`src/rtl/fixed2float_pkg.sv`:
```
// Shared float-format constants, pipeline payload types and sizing helpers for fixed2float_pipe.
package fixed2float_pkg;

    localparam int DEF_EXP_W = 8;
    localparam int DEF_MAN_W = 23;
    localparam int BIAS      = 2 ** (DEF_EXP_W - 1) - 1;
    localparam int FLOAT_W   = 1 + DEF_EXP_W + DEF_MAN_W;

    // Magnitudes travel MSB-aligned in a fixed 64-bit field whatever FIX_W is.
    localparam int MAG_W  = 64;
    localparam int EXP_FW = 16;

    typedef struct packed {
        logic                 sign;
        logic [DEF_EXP_W-1:0] exp;
        logic [DEF_MAN_W-1:0] man;
    } float_t;

    typedef struct packed {
        logic                     valid;
        logic                     sign;
        logic                     zero;
        logic signed [EXP_FW-1:0] exp;  // leading-zero count after S2, unbiased exponent after S3
        logic [MAG_W-1:0]         mag;
    } stage_t;

    function automatic int lzc_w(input int width);
        return $clog2(width + 1);
    endfunction

    function automatic int bias_of(input int exp_w);
        return 2 ** (exp_w - 1) - 1;
    endfunction

endpackage

```
`src/rtl/fixed2float_lzc.sv`:
```
// Combinational leading-zero counter; count == WIDTH and zero == 1 for an all-zero input.
module fixed2float_lzc
    import fixed2float_pkg::*;
#(
    parameter int WIDTH = 64
) (
    input  logic [WIDTH-1:0]        value,
    output logic [lzc_w(WIDTH)-1:0] count,
    output logic                    zero
);

    localparam int CNT_W = lzc_w(WIDTH);

    // Later iterations win, so the highest set bit decides the count.
    always_comb begin
        count = CNT_W'(WIDTH);
        for (int i = 0; i < WIDTH; i++) begin
            if (value[i]) begin
                count = CNT_W'(WIDTH - 1 - i);
            end
        end
        zero = ~|value;
    end

endmodule

```
`src/rtl/fixed2float_pipe.sv`:
```
// Four-stage signed fixed-point to IEEE float converter, round-to-nearest-even, valid/ready.
// Defining FIXED2FLOAT_FLAGS_EN adds the m_inexact output.
module fixed2float_pipe
    import fixed2float_pkg::*;
#(
    parameter int FIX_W  = 32,
    parameter int FRAC_W = 16,
    parameter int EXP_W  = DEF_EXP_W,
    parameter int MAN_W  = DEF_MAN_W
) (
    input  logic                   aclk,
    input  logic                   aresetn,
    input  logic                   s_valid,
    output logic                   s_ready,
    input  logic [FIX_W-1:0]       s_data,
    output logic                   m_valid,
    input  logic                   m_ready,
    output logic [EXP_W+MAN_W:0]   m_data
`ifdef FIXED2FLOAT_FLAGS_EN
    ,
    output logic                   m_inexact
`endif
);

    localparam int LZ_W   = lzc_w(MAG_W);
    localparam int E_OFF  = FIX_W - 1 - FRAC_W;
    localparam int BIAS_F = bias_of(EXP_W);
    localparam int MS_W   = MAN_W + 1;
    localparam int G_POS  = MAG_W - 2 - MAN_W;

    if (FIX_W < 2 || FIX_W > MAG_W || FRAC_W < 0 || FRAC_W > FIX_W ||
        EXP_W < 2 || EXP_W > EXP_FW - 1 || MAN_W < 1 || MAN_W > MAG_W - 3 ||
        FIX_W - FRAC_W >= BIAS_F || FRAC_W > BIAS_F - 1) begin : g_bad_params
        $fatal(1, "fixed2float_pipe: parameters leave the normal float range");
    end

    logic            stall;
    stage_t          s1_d, s1_q, s2_d, s2_q, s3_d, s3_q;
    logic [FIX_W-1:0] abs_val;
    logic [LZ_W-1:0] lz;
    logic            lz_zero;
    logic            lsb, guard, sticky, round_up, is_zero;
    logic [MAN_W:0]  man_sum;
    logic [EXP_W-1:0] exp_out;

    assign stall   = m_valid && !m_ready;
    assign s_ready = !stall;

    // S1: sign/magnitude; the most negative input maps to 2^(FIX_W-1) without overflow.
    always_comb begin
        abs_val    = s_data[FIX_W-1] ? (~s_data + FIX_W'(1)) : s_data;
        s1_d       = '0;
        s1_d.valid = s_valid;
        s1_d.sign  = s_data[FIX_W-1];
        s1_d.mag   = MAG_W'(abs_val) << (MAG_W - FIX_W);
    end

    fixed2float_lzc #(
        .WIDTH (MAG_W)
    ) u_lzc (
        .value (s1_q.mag),
        .count (lz),
        .zero  (lz_zero)
    );

    always_comb begin
        s2_d      = s1_q;
        s2_d.exp  = EXP_FW'(lz);
        s2_d.zero = lz_zero;
    end

    // S3: an all-zero magnitude shifts by MAG_W and stays zero.
    always_comb begin
        s3_d     = s2_q;
        s3_d.mag = s2_q.mag << s2_q.exp;
        s3_d.exp = EXP_FW'(E_OFF) - s2_q.exp;
    end

    // S4: mag[MAG_W-1] is the hidden bit, so it is clear only for a zero sample.
    always_comb begin
        lsb      = s3_q.mag[G_POS+1];
        guard    = s3_q.mag[G_POS];
        sticky   = |s3_q.mag[G_POS-1:0];
        round_up = guard && (sticky || lsb);
        man_sum  = {1'b0, s3_q.mag[MAG_W-2 -: MAN_W]} + MS_W'(round_up);
        exp_out  = EXP_W'(s3_q.exp + EXP_FW'(BIAS_F) + EXP_FW'(man_sum[MAN_W]));
        is_zero  = s3_q.zero || !s3_q.mag[MAG_W-1];
    end

    always_ff @(posedge aclk or negedge aresetn) begin
        if (!aresetn) begin
            s1_q      <= '0;
            s2_q      <= '0;
            s3_q      <= '0;
            m_valid   <= 1'b0;
            m_data    <= '0;
`ifdef FIXED2FLOAT_FLAGS_EN
            m_inexact <= 1'b0;
`endif
        end else if (!stall) begin
            s1_q      <= s1_d;
            s2_q      <= s2_d;
            s3_q      <= s3_d;
            m_valid   <= s3_q.valid;
            m_data    <= is_zero ? '0 : {s3_q.sign, exp_out, man_sum[MAN_W-1:0]};
`ifdef FIXED2FLOAT_FLAGS_EN
            m_inexact <= !is_zero && (guard || sticky);
`endif
        end
    end

endmodule
```
`config.mk`:
```
export PLATFORM = sky130hd
export DESIGN_NAME = fixed2float_pipe
export DESIGN_NICKNAME = d
export VERILOG_FILES = /design/src/rtl/fixed2float_pkg.sv /design/src/rtl/fixed2float_lzc.sv /design/src/rtl/fixed2float_pipe.sv
export SDC_FILE = /design/constraint.sdc
export NUM_CORES = 1
export LEC_CHECK = 0
export ABC_CLOCK_PERIOD_IN_PS = 2270
export BUFFER_PORTS_ARGS = -buffer_cell sky130_fd_sc_hd__buf_2
export CAP_MARGIN = 20
export CORE_ASPECT_RATIO = 0.5
export CORE_MARGIN = 3
export CORE_UTILIZATION = 45
export DETAILED_ROUTE_END_ITERATION = 7
export GPL_TIMING_DRIVEN = 0
export PLACE_DENSITY = 0.76
export SYNTH_ARGS = -nofsm -noshare
export SYNTH_HDL_FRONTEND = slang
export SYNTH_SLANG_ARGS = --single-unit
```
`constraint.sdc`:
```
create_clock -name aclk -period 2.27 [get_ports aclk]
set_input_delay 0 -clock aclk [delete_from_list [all_inputs] [get_ports aclk]]
set_output_delay 0 -clock aclk [all_outputs]
set_load 0.05 [all_outputs]
```
==> run metrics <==
outcome finished with violations; maximum vdd drop 0.5732 mV; number of global-route vias before repair 7374; Avg WL per Cell 19.40 um; end point of the critical path m_data[30]; CTS max path bufs 2; ANT cells 0; Seq/Total Area, Yosys 44.76%; area occupied by multi-input gates 4513 um^2; clock slew at reported path FFs 0.06 ns; Critical-path top delay cell dfrtp_2; Worst Path Required 2.60 ns; Leak 0.004552 uW; largest net degree at the start of global routing 82; biggest area consumer among synthesized cells dfrtp_1; CTS tree done; final hold violations 0; Port Buffers 69; RD Place Congestion 0.9976; pre-CTS WS -0.6198 ns; Top cell by count, worst path nand4_1; first-pass GRT wire length 40220 um; Final setup viols 2; Iteration-0 DRC Markers 882; syn nets 982; CP Launch Point s3_q[45]; Synth area leaders dfrtp_1 45%, nand2_1 9.6%, o21ai_0 6.1%; drt pass-1 iters 5; final non-filler cell total 1315; layout cells sized above 1 18.59%; total CTS buffers 17; Hold Crit Class primary input to flop; count of standard-cell rows 34; Worst-Skew Late Latency 0.42 ns; Worst slew margin 30.24%; Ys Warns 0; synthesized flop and latch total 150; grt ovf 0; Power Density 1449 nW/um^2; Die H 102.5 um; Via density 5.818; Gate Count Post-Synth 941; fraction of registers with async set/reset 100.0%; Tcrit/Tclk final 102.1%; most frequent cell after synthesis nand2_1; dpl hpwl 18880 um; Worst Hold Slack 0.02725 ns; Worst Path Class, Setup flop to flop; Max Fclk 431.3 MHz; Setup crit end kind flop; placed cell count 1245; final worst path period need 2.318 ns; peak fanout along the critical path 3; drt drc 0; routed vias 7651; Syn Area/Cell 8.911 um^2; placeable core area 17820 um^2; RSZ-0062 raised after global routing yes; Startpoint Class flop; worst-margin pin slew 1.044 ns; fillcell total 1616; Layout Skew 0.01397 ns; R2R Path End m_data[30]; Mapped Area 8386 um^2; P&R area growth vs syn 22.77%; Max H-tree Level 4; violated checks setup timing; clk sinks 150; Antenna Nets Post-Route 0; internal reg-to-reg setup slack -0.05 ns; nets 1112; Ports 70; RR Startpoint s3_q[45]; Largest stage delay, worst path 0.40 ns; root buffer cell clkbuf_16; storage element area 3757 um^2; Die Wd 199.1 um; Most used DFF post-synth dfrtp_1; Max Slew Vio Count 0; Distinct cells, synth 59; initial core utilization 47.04%; most frequent cells after synthesis 214 x nand2_1, 150 x dfrtp_1, 103 x o21ai_0, 54 x nor2_1, 39 x mux2i_1; initial antenna violation count 0; GR Util All Layers 25.30%; worst path arrival time 2.65 ns; Die ar. 20410 um^2; Yosys top cell area share 44.76%; Total Routed Length 25520 um; PnR worst setup slack -0.04833 ns; Post-synth EDFFs 0; critical-path cell list nand4_1 > nor4_4 > nand4_1 > nor2_1 > nand4_1 > ha_2 > nor3b_4 > nor4b_4 > xor2_1 > o21ai_1; Max Cap Viol 0; R2R cell count 10
[placed cells by master, fill, tap and decap left out, drive strengths merged, types with 4 or more instances in the layout]
| cell | synthesis | final |
|---|---|---|
| inv | 20 | 21 |
| dfrtp | 150 | 150 |
| a211oi | 7 | 7 |
| dlymetal6s4s | 0 | 5 |
| nand3 | 11 | 11 |
| nand2 | 214 | 214 |
| o221ai | 6 | 6 |
| o21ai | 106 | 106 |
| and3 | 5 | 5 |
| mux2i | 39 | 39 |
| and2 | 4 | 4 |
| o41ai | 4 | 4 |
| a22oi | 11 | 11 |
| a222oi | 5 | 5 |
| nor4 | 14 | 14 |
| dlygate4sd3 | 0 | 28 |
| nor3b | 4 | 4 |
| clkinv | 0 | 4 |
| ha | 5 | 5 |
| nand4 | 6 | 6 |
| or4 | 6 | 6 |
| or3 | 7 | 8 |
| o31ai | 12 | 12 |
| o211ai | 4 | 4 |
| o22ai | 13 | 13 |
| nand2b | 11 | 11 |
| buf | 19 | 95 |
| a221oi | 6 | 6 |
| nor2 | 54 | 54 |
| clkinvlp | 0 | 4 |
| mux2 | 25 | 25 |
| xor2 | 37 | 37 |
| a21oi | 27 | 27 |
| clkbuf | 35 | 53 |
| nor2b | 7 | 7 |
| xnor2 | 16 | 16 |
| a22o | 11 | 11 |
| nor3 | 10 | 10 |
[flip-flops by register name (all words and copies together) (netlist names)]
register  flops
guard         1
lsb           1
m_data       32
m_valid       1
s1_q         34
s2_q         41
s3_q         40
[cell families (layout without fill, tap and decap cells)]
group / after synthesis / count (layout) / share of synthesized area (%)
adder cells (fa/ha/maj): 5 / 5 / 0.7460
multiplexers: 67 / 67 / 8.818
XOR/XNOR: 53 / 53 / 5.536
AND/OR/NAND/NOR: 361 / 362 / 19.07
AO/OA/AOI/OAI: 231 / 231 / 17.55
buffers and inverters: 74 / 213 / 3.521
flip-flops: 150 / 150 / 44.76
[metrics by stage]
stage	total power, uW	util (%)	setup TNS (ns)	area, um^2
2_1_floorplan	9304	-	0	8386
3_3_place_gp	11360	50.62	-171.04	9024
3_5_place_dp	11510	50.81	-47.05	9057
4_1_cts	14630	56.74	0	10110
5_1_grt	15790	57.76	-0.5143	10290
6_report	14920	57.76	-0.08251	10290
[final cells by class]
type,instances,share of cell area [%]
multi-input combinational,718,43.84
timing repair buffer,113,7.888
sequential,150,36.50
inverter,20,0.7292
tap,234,2.844
buffer,51,2.552
clock inverter,12,1.519
clock buffer,17,4.132
[critical path: cells and delay by family (launching register included)]
family / cells / cell delay [ns]
compound gates: 1 / 0.16
fa+ha+maj: 1 / 0.23
flops: 1 / 0.40
simple gates: 7 / 1.29
xor+xnor: 1 / 0.14
[worst min path at each step]
stage / cells past startpoint / endpoint / from
2_1_floorplan: 0 / guard / aresetn
3_3_place_gp: 3 / s1_q[82] / s_valid
3_5_place_dp: 1 / m_data[2] / aresetn
4_1_cts: 3 / s1_q[61] / s_data[31]
5_1_grt: 3 / s1_q[36] / s_data[4]
6_report: 3 / s1_q[61] / s_data[31]
[power breakdown]
part	switching, uW	total (uW)	internal, uW
Sequential	1100	4860	3760
Combinational	4630	7220	2600
Clock	1120	2830	1710
[metal layers]
layer	up-vias	GRT usage (%)	wire (um)
li1	3608	-	-
met1	3695	37.00	12050
met2	310	39.57	11200
met3	38	4.016	1820
met4	0	6.958	450
met5	-	0	0
[what timing repair did]
| action | in CTS | in global routing |
|---|---|---|
| pin swaps | 3 | 17 |
| cloned | 0 | 1 |
| endpoints found under the setup margin | 140 | 116 |
| hold endpoints to repair | 101 | 0 |
| resized for setup | 31 | 51 |
| buffers inserted | 10 | 6 |
| hold buffers | 33 | 0 |
No activity file was read; power rests on OpenSTA's default activity.
